==> config.mk <==
export PLATFORM = sky130hd
export DESIGN_NAME = datapath
export DESIGN_NICKNAME = d
export VERILOG_FILES = /design/src/rtl/datapath.sv
export SDC_FILE = /design/constraint.sdc
export NUM_CORES = 1
export LEC_CHECK = 0
export CAP_MARGIN = 5
export CORE_AREA = 2 2 157 159
export CTS_CLUSTER_SIZE = 20
export DETAILED_ROUTE_END_ITERATION = 10
export DIE_AREA = 0 0 159 161
export DONT_BUFFER_PORTS = 1
export GPL_ROUTABILITY_DRIVEN = 1
export GPL_TIMING_DRIVEN = 0
export PLACE_DENSITY = 0.71
export SETUP_SLACK_MARGIN = 0.02
export SYNTH_ARGS = -nofsm -noshare
export SYNTH_HDL_FRONTEND = slang
export SYNTH_SLANG_ARGS = --single-unit
==> constraint.sdc <==
create_clock -name clk -period 4.63 [get_ports clk]
set_input_delay 0.926 -clock clk [delete_from_list [all_inputs] [get_ports clk]]
set_output_delay 0.926 -clock clk [all_outputs]
set_load 0.01 [all_outputs]
==> src/rtl/datapath.sv <==
// -----------------------------------------------------------------------------
// datapath
// Single-bus 32-bit CPU datapath for the lab processor. An external control
// unit sequences it one cycle at a time: one-hot *out strobes choose the bus
// source, and *in strobes choose which registers load at the next rising edge.
//
// Ports
//   clk                 rising-edge clock
//   reset               synchronous active-high reset; clears every register
//                       and overrides all load strobes in that cycle
//   PCout .. R4out      bus source select
//                       (priority MDR > Zlo > PC > R2 > R4; bus = 0 when idle)
//   MARin, PCin, IRin,
//   Yin, R2in, R4in,
//   R5in                load the named register from the bus
//   MDRin               load MDR; read picks Mdatain (1) or the bus (0)
//   read                MDR source select, only meaningful together with MDRin
//   Zin                 load Zhi/Zlo from the ALU result
//   AND, IncPC          ALU op select (AND has priority over IncPC)
//   Mdatain             memory read data
//   BusMuxOut           current bus value
//   *_q                 register contents, for observation
// -----------------------------------------------------------------------------
module datapath #(
    parameter int WIDTH = 32
) (
    input  logic             clk,
    input  logic             reset,

    // bus source strobes
    input  logic             PCout,
    input  logic             Zlowout,
    input  logic             MDRout,
    input  logic             R2out,
    input  logic             R4out,

    // register load strobes
    input  logic             MARin,
    input  logic             Zin,
    input  logic             PCin,
    input  logic             MDRin,
    input  logic             IRin,
    input  logic             Yin,
    input  logic             R5in,
    input  logic             R2in,
    input  logic             R4in,

    // ALU / memory controls
    input  logic             IncPC,
    input  logic             read,
    input  logic             AND,
    input  logic [WIDTH-1:0] Mdatain,

    // observation
    output logic [WIDTH-1:0] BusMuxOut,
    output logic [WIDTH-1:0] PC_q,
    output logic [WIDTH-1:0] IR_q,
    output logic [WIDTH-1:0] MAR_q,
    output logic [WIDTH-1:0] MDR_q,
    output logic [WIDTH-1:0] Y_q,
    output logic [WIDTH-1:0] R2_q,
    output logic [WIDTH-1:0] R4_q,
    output logic [WIDTH-1:0] R5_q,
    output logic [WIDTH-1:0] Zlo_q,
    output logic [WIDTH-1:0] Zhi_q
);

    // -------------------------------------------------------------------------
    // Registers that can only load from the bus share one structure: a bank of
    // identical load-enabled registers indexed by the constants below.
    // -------------------------------------------------------------------------
    localparam int NUM_BANK = 7;
    localparam int IDX_PC   = 0;
    localparam int IDX_IR   = 1;
    localparam int IDX_MAR  = 2;
    localparam int IDX_Y    = 3;
    localparam int IDX_R2   = 4;
    localparam int IDX_R4   = 5;
    localparam int IDX_R5   = 6;

    logic [NUM_BANK-1:0]            bank_load;
    logic [NUM_BANK-1:0][WIDTH-1:0] bank_reg;

    logic [WIDTH-1:0]   mdr_reg;
    logic [WIDTH-1:0]   mdr_next;
    logic [WIDTH-1:0]   zhi_reg;
    logic [WIDTH-1:0]   zlo_reg;
    logic [2*WIDTH-1:0] alu_result;
    logic [WIDTH-1:0]   bus_value;

    // Load strobe for each bank entry, in index order.
    always_comb begin
        bank_load          = '0;
        bank_load[IDX_PC]  = PCin;
        bank_load[IDX_IR]  = IRin;
        bank_load[IDX_MAR] = MARin;
        bank_load[IDX_Y]   = Yin;
        bank_load[IDX_R2]  = R2in;
        bank_load[IDX_R4]  = R4in;
        bank_load[IDX_R5]  = R5in;
    end

    // -------------------------------------------------------------------------
    // Bus multiplexer. Control should assert one source at a time; the fixed
    // priority only makes an accidental overlap deterministic. Sources are
    // registers, so the bus always carries pre-edge values, which is what gives
    // read-before-write when a register is both source and destination.
    // -------------------------------------------------------------------------
    always_comb begin
        bus_value = '0;
        if (MDRout) begin
            bus_value = mdr_reg;
        end else if (Zlowout) begin
            bus_value = zlo_reg;
        end else if (PCout) begin
            bus_value = bank_reg[IDX_PC];
        end else if (R2out) begin
            bus_value = bank_reg[IDX_R2];
        end else if (R4out) begin
            bus_value = bank_reg[IDX_R4];
        end
    end

    assign BusMuxOut = bus_value;

    // -------------------------------------------------------------------------
    // ALU. The 64-bit result width exists for the Z pair; neither operation
    // produces anything in the upper half. The increment is computed at WIDTH
    // bits so an all-ones bus wraps to zero instead of carrying into Zhi.
    // -------------------------------------------------------------------------
    always_comb begin
        alu_result = '0;
        if (AND) begin
            alu_result[WIDTH-1:0] = bank_reg[IDX_Y] & bus_value;
        end else if (IncPC) begin
            alu_result[WIDTH-1:0] = bus_value + {{(WIDTH-1){1'b0}}, 1'b1};
        end
    end

    // MDR source: memory data on a read, otherwise the bus.
    always_comb begin
        mdr_next = mdr_reg;
        if (MDRin) begin
            mdr_next = read ? Mdatain : bus_value;
        end
    end

    // -------------------------------------------------------------------------
    // Bus-loaded register bank.
    // -------------------------------------------------------------------------
    generate
        for (genvar gi = 0; gi < NUM_BANK; gi++) begin : g_bank
            always_ff @(posedge clk) begin
                if (reset) begin
                    bank_reg[gi] <= '0;
                end else if (bank_load[gi]) begin
                    bank_reg[gi] <= bus_value;
                end
            end
        end
    endgenerate

    // MDR
    always_ff @(posedge clk) begin
        if (reset) begin
            mdr_reg <= '0;
        end else begin
            mdr_reg <= mdr_next;
        end
    end

    // Z pair, loaded together from the ALU result.
    always_ff @(posedge clk) begin
        if (reset) begin
            zhi_reg <= '0;
            zlo_reg <= '0;
        end else if (Zin) begin
            zhi_reg <= alu_result[2*WIDTH-1:WIDTH];
            zlo_reg <= alu_result[WIDTH-1:0];
        end
    end

    // -------------------------------------------------------------------------
    // Observation outputs
    // -------------------------------------------------------------------------
    assign PC_q  = bank_reg[IDX_PC];
    assign IR_q  = bank_reg[IDX_IR];
    assign MAR_q = bank_reg[IDX_MAR];
    assign Y_q   = bank_reg[IDX_Y];
    assign R2_q  = bank_reg[IDX_R2];
    assign R4_q  = bank_reg[IDX_R4];
    assign R5_q  = bank_reg[IDX_R5];
    assign MDR_q = mdr_reg;
    assign Zlo_q = zlo_reg;
    assign Zhi_q = zhi_reg;

endmodule

[Yosys cells after proc, flatten, opt, wreduce, memory -nomap -nowiden]
Index checks and enable logic that the tools add are counted.
Widths: inputs -> output; s select.
Storage, ports and cells
  register bits: 288
  memories: 0
  latch bits: 0
  input bits: 51
  logic and storage cells: 19
  bits in writable memories: 0
  ROM bits: 0
Operators by class
  order comparisons: 0
  shift-type cells: 0
  $add $sub $neg: 1
  $mul: 0
  multiplexer cells: 8
  div/mod/pow operators: 0
  eq/ne operators: 0
  reductions and logical operators: 0
  bitwise logic cells: 1
Operators by type and width (number)
  $mux 32: 8
  $add 32x1->32 const B: 1
  $and 32x32->32: 1

[Depth between registers and ports, before layout]
  depth after elaboration: 8
  mapped depth: 15

[Worst setup path after synthesis]
OpenSTA, ideal clock, no wires.
  kind: input -> register
  start point: input PCout
  end point: register zlo_reg[12] (netlist: Zlo_q[12])
  data required time: 4.544 ns
  library setup time: 0.086 ns
  path buffers: 4
  path slack: 1.055 ns
  data arrival time: 3.490 ns
  stages on the path: 13
  cells stage by stage: buf_2 buf_2 buf_2 a21oi_1 a221oi_1 a21oi_1 ha_1 and4_1 and3_1 buf_2 a31oi_1 a31o_1 a211oi_1
On the way
  longest elaborated chain between the ends: 6
  elaborated cells on any way between the ends: 7
Ends and longest elaborated chain
  start, declared: RTL line 31  | input logic PCout,
  $mux 32: RTL line 115  | end else if (PCout) begin
  $mux 32: RTL line 113  | end else if (Zlowout) begin
  $mux 32: RTL line 111  | if (MDRout) begin
  via BusMuxOut[1]: RTL line 55  | output logic [WIDTH-1:0] BusMuxOut,
  $add 32x1->32: RTL line 136  | alu_result[WIDTH-1:0] = bus_value + {{(WIDTH-1){1'b0}}, 1'b1};
  $mux 32: RTL line 135  | end else if (IncPC) begin
  $mux 32: RTL line 133  | if (AND) begin
  end signal, assigned: RTL line 179  | zlo_reg <= alu_result[WIDTH-1:0];
  end, declared: RTL line 87  | logic [WIDTH-1:0] zlo_reg;
The timed path passes the listed nets, and every way through them passes these cells.
A chain may end at the register's enable or synchronous reset.

[Worst setup path in the final report]
  start point: input MDRout
  end point: output BusMuxOut[6]
On the way
  longest elaborated chain between the ends: 1
Ends and longest elaborated chain
  start, declared: RTL line 33  | input logic MDRout,
  $mux 32: RTL line 111
  end, declared: RTL line 55
No other way between the ends.

==> results list <==
- The run finished with clean final reports.
* Worst Hold Class: reg2reg
- Ordered cell list for the critical path: buf_2, clkbuf_1, nor2_1, a211oi_1, clkbuf_1, inv_1
- Cell count after synthesis: 1,490
- Total length of routed wires: 50,600 µm
* Iteration-0 DRC Markers: 1,211
- The worst setup path is launched from an input port.
- The worst setup path is of the in2out kind.
* Most used flip-flop cell after synthesis: sky130_fd_sc_hd__dfxtp_1
- Detailed placement finished with a half-perimeter wire length of 37,200 µm.
* Port Buffers: 0
- The detail route stage leaves a number of antenna-violating nets equal to 0.
- Max-cap check violation count: 0
* Synthesized cell area: 13,300 µm²
- Clock sink total: 288
* Die area: 25,600 µm²
* Count of vias placed by the detailed router: 11,800
- Of the cells placed in the final design, the portion with a size suffix greater than 1 is 0.0825.
* EDFF count, synth: 0
- Final max-slew violation count: 0
- Entering global routing, the biggest net connects 15 pins.
* Leakage power: 6.26 nW
- Die Span X: 159 µm
- Cell Area, Placed: 13,800 µm²
* Final Hold Slack: 531 ps
- Global routing finished with a remaining overflow of 0.
- 403 I/O pins were placed.
- Routed WL per cell: 26.6 µm
- In the final timing run, aggregate negative setup slack is 0 ps.
* Sequential-to-total area share from yosys stat: 0.433
* Nets: 1,605
- The via count of the first global-routing pass is 11,500.
- Across the VDD grid, the largest voltage drop is 0.373 mV.
- On the final layout, the worst clock skew is 12.6 ps.
- Global-route wire length before repair: 73,700 µm
- After clock tree synthesis, the clock-pin slew on the worst setup and hold paths is 60 ps.
- Warnings from Yosys: 0
- The initial antenna violation count is 0.
- At the worst endpoint, the required time is 3700 ps.
* Cell variety after synth: 69
- The clock passes through at most 3 buffers.
- Master cell of the clock root buffer: sky130_fd_sc_hd__clkbuf_16
- Rel. slew slack: 0.254
- Fill cells in the final layout number 2,182.
- In this run, CTS created clock tree buffers numbering 30.
- Maximum fanout count along the critical path: 11
* Core area: 24,000 µm²
* Hold Buf Count CTS: 0
* P per Cell Area: 422 nW/µm²
- Share of the core filled with cells in the final layout: 0.622
* FFs w/ async S/R, synth: 0
- Number of remaining DRC errors: 0
* Final weighted congestion in routability-driven placement: 0.974
* Final Cycle Share: 0.895
- Slowest Stage Delay on Critical Path: 610 ps
- Data arrival, critical path: 3220 ps
* PostCTS Resize Cnt: 0
- Achievable frequency: 0.241 GHz
* Buffering stage count on the worst path with inverters included: 4
- Minimum period implied by the final worst setup slack: 4140 ps
* Number of hold-slack violations in the final timing report: 0
- Most used cell, CP: sky130_fd_sc_hd__clkbuf_1
* Register bit total from synthesis: 288
* Synthesized area per cell: 8.93 µm²
- Across every metal layer, demand over resource in global routing totals 0.378.
- The later pin in the worst-skew pair is clocked with a latency of 560 ps.
- CTS built an H-tree with a depth of 1.
* CP delay by family, top: buffers and inverters
- Overall power of the completed layout: 6.30 mW
- Via-to-Cell Ratio: 6.19
* Setup repair after global routing missed its margin: no
- TritonCTS built the clock tree.
- STA classifies the critical path endpoint as an output port.
- Number of buffers inserted to repair setup after CTS: 0
- For this configuration, the core starts out at a cell density of 0.555.
* Die Y-Extent: 161 µm
* Final instance area: 14,900 µm²
- Transition time at the pin with the least slew margin: 1120 ps
* Number of failing setup endpoints in the final timing report: 0
- Compared with the post-synthesis result, the final layout area differs by 12.1%.
- Number of search-and-repair iterations in the first detailed-routing pass: 7
* Critical-path top delay cell: sky130_fd_sc_hd__a211oi_1
* Site Rows: 57
power breakdown:
part / total (mW) / switching, mW / internal, mW
sequential: 2.84 / 0.217 / 2.62
clock: 2.65 / 1.04 / 1.61
combinational: 0.815 / 0.542 / 0.273
total: 6.30 / 1.79 / 4.51
layer usage:
layer,vias to the layer above,GRT usage,part of all wire
met5,-,0,0
met4,0,0.198,0.056
met3,154,0.126,0.13
met2,768,0.606,0.45
met1,5599,0.452,0.37
li1,5239,-,-
worst reg2reg max path: stages, from the launching register on:
cell	delay, ps
sky130_fd_sc_hd__dfxtp_1	430
sky130_fd_sc_hd__nand2_1	70
sky130_fd_sc_hd__o21ai_0	180
sky130_fd_sc_hd__a221oi_1	140
sky130_fd_sc_hd__a21oi_1	890
sky130_fd_sc_hd__ha_1	410
sky130_fd_sc_hd__and4_1	270
sky130_fd_sc_hd__and3_1	160
sky130_fd_sc_hd__buf_2	230
sky130_fd_sc_hd__a31oi_1	140
sky130_fd_sc_hd__a31o_1	200
sky130_fd_sc_hd__a211oi_1	220
cell usage after synthesis (5+ instances only):
master,n,area share
sky130_fd_sc_hd__nor2_1,306,0.086
sky130_fd_sc_hd__dfxtp_1,288,0.43
sky130_fd_sc_hd__mux2i_1,246,0.18
sky130_fd_sc_hd__clkbuf_1,93,0.026
sky130_fd_sc_hd__a21oi_1,58,0.022
sky130_fd_sc_hd__a211oi_1,53,0.030
sky130_fd_sc_hd__nand2_1,50,0.014
sky130_fd_sc_hd__buf_4,35,0.020
sky130_fd_sc_hd__inv_1,35,0.0099
sky130_fd_sc_hd__nand3b_1,32,0.018
sky130_fd_sc_hd__buf_1,28,0.0079
sky130_fd_sc_hd__o21ai_0,24,0.0090
sky130_fd_sc_hd__nand3_1,21,0.0079
sky130_fd_sc_hd__a31oi_1,15,0.0071
sky130_fd_sc_hd__buf_2,15,0.0056
sky130_fd_sc_hd__a221oi_1,14,0.0092
sky130_fd_sc_hd__a221o_1,13,0.0098
sky130_fd_sc_hd__nor2b_1,13,0.0061
sky130_fd_sc_hd__and2_1,12,0.0056
sky130_fd_sc_hd__nor3_1,11,0.0041
sky130_fd_sc_hd__a211o_1,10,0.0066
sky130_fd_sc_hd__a311oi_1,10,0.0066
sky130_fd_sc_hd__and3_1,9,0.0042
sky130_fd_sc_hd__buf_6,8,0.0068
sky130_fd_sc_hd__xnor2_1,8,0.0053
sky130_fd_sc_hd__a21oi_2,7,0.0046
sky130_fd_sc_hd__nand4_1,7,0.0033
sky130_fd_sc_hd__and4_1,6,0.0039
sky130_fd_sc_hd__o21bai_1,5,0.0028
cells by family after synthesis:
| logic type | synth area share |
|---|---|
| fa+ha+maj | 0.000940 |
| mux | 0.185 |
| buf+inv | 0.0765 |
| flops | 0.433 |
| simple gates | 0.167 |
| xor+xnor | 0.00724 |
| other cells | 0.000282 |
| compound gates | 0.129 |
placed cells by master (no fill, tap or decap), types with 15 or more instances in the layout:
cell type	instances
sky130_fd_sc_hd__clkbuf_16	31
sky130_fd_sc_hd__a211oi_1	53
sky130_fd_sc_hd__mux2i_1	246
sky130_fd_sc_hd__nand3b_1	32
sky130_fd_sc_hd__nor2_1	306
sky130_fd_sc_hd__a31oi_1	15
sky130_fd_sc_hd__a21oi_1	58
sky130_fd_sc_hd__inv_1	35
sky130_fd_sc_hd__clkbuf_1	100
sky130_fd_sc_hd__conb_1	32
sky130_fd_sc_hd__o21ai_0	24
sky130_fd_sc_hd__buf_1	28
sky130_fd_sc_hd__nand2_1	50
sky130_fd_sc_hd__nand3_1	21
sky130_fd_sc_hd__buf_2	15
sky130_fd_sc_hd__dfxtp_1	288
sky130_fd_sc_hd__buf_4	35
registers in the layout (all words and copies together), names as in the netlist:
signal	flops
IR_q	32
MAR_q	32
MDR_q	32
PC_q	32
R2_q	32
R4_q	32
R5_q	32
Y_q	32
Zlo_q	32
final timing paths:
path | startpoint | cells past startpoint | slack (ps) | end
min | IR_q[5] | 2 | 530 | IR_q[5]
min reg2reg | IR_q[5] | 2 | 530 | IR_q[5]
max | MDRout | 6 | 490 | BusMuxOut[6]
max reg2reg | R4_q[1] | 11 | 1220 | Zlo_q[12]
final cells by class:
type                       instances  area, µm²  area share
tap                              324        405      0.0272
inverter                          35        131     0.00881
clock buffer                      45        898      0.0602
multi-input combinational       1018       6640       0.445
antenna                            1       2.50    0.000168
clock inverter                    10        181      0.0122
sequential                       288       5770       0.387
buffer                           180        887      0.0595
stage by stage:
stage	setup WS (ps)	std cells
floorplan	1050	1521
global placement	54.2	1845
detailed placement	92.0	1845
CTS	621	1900
global route	277	1900
finish	488	1901
Power figures use the tool's default switching activity.
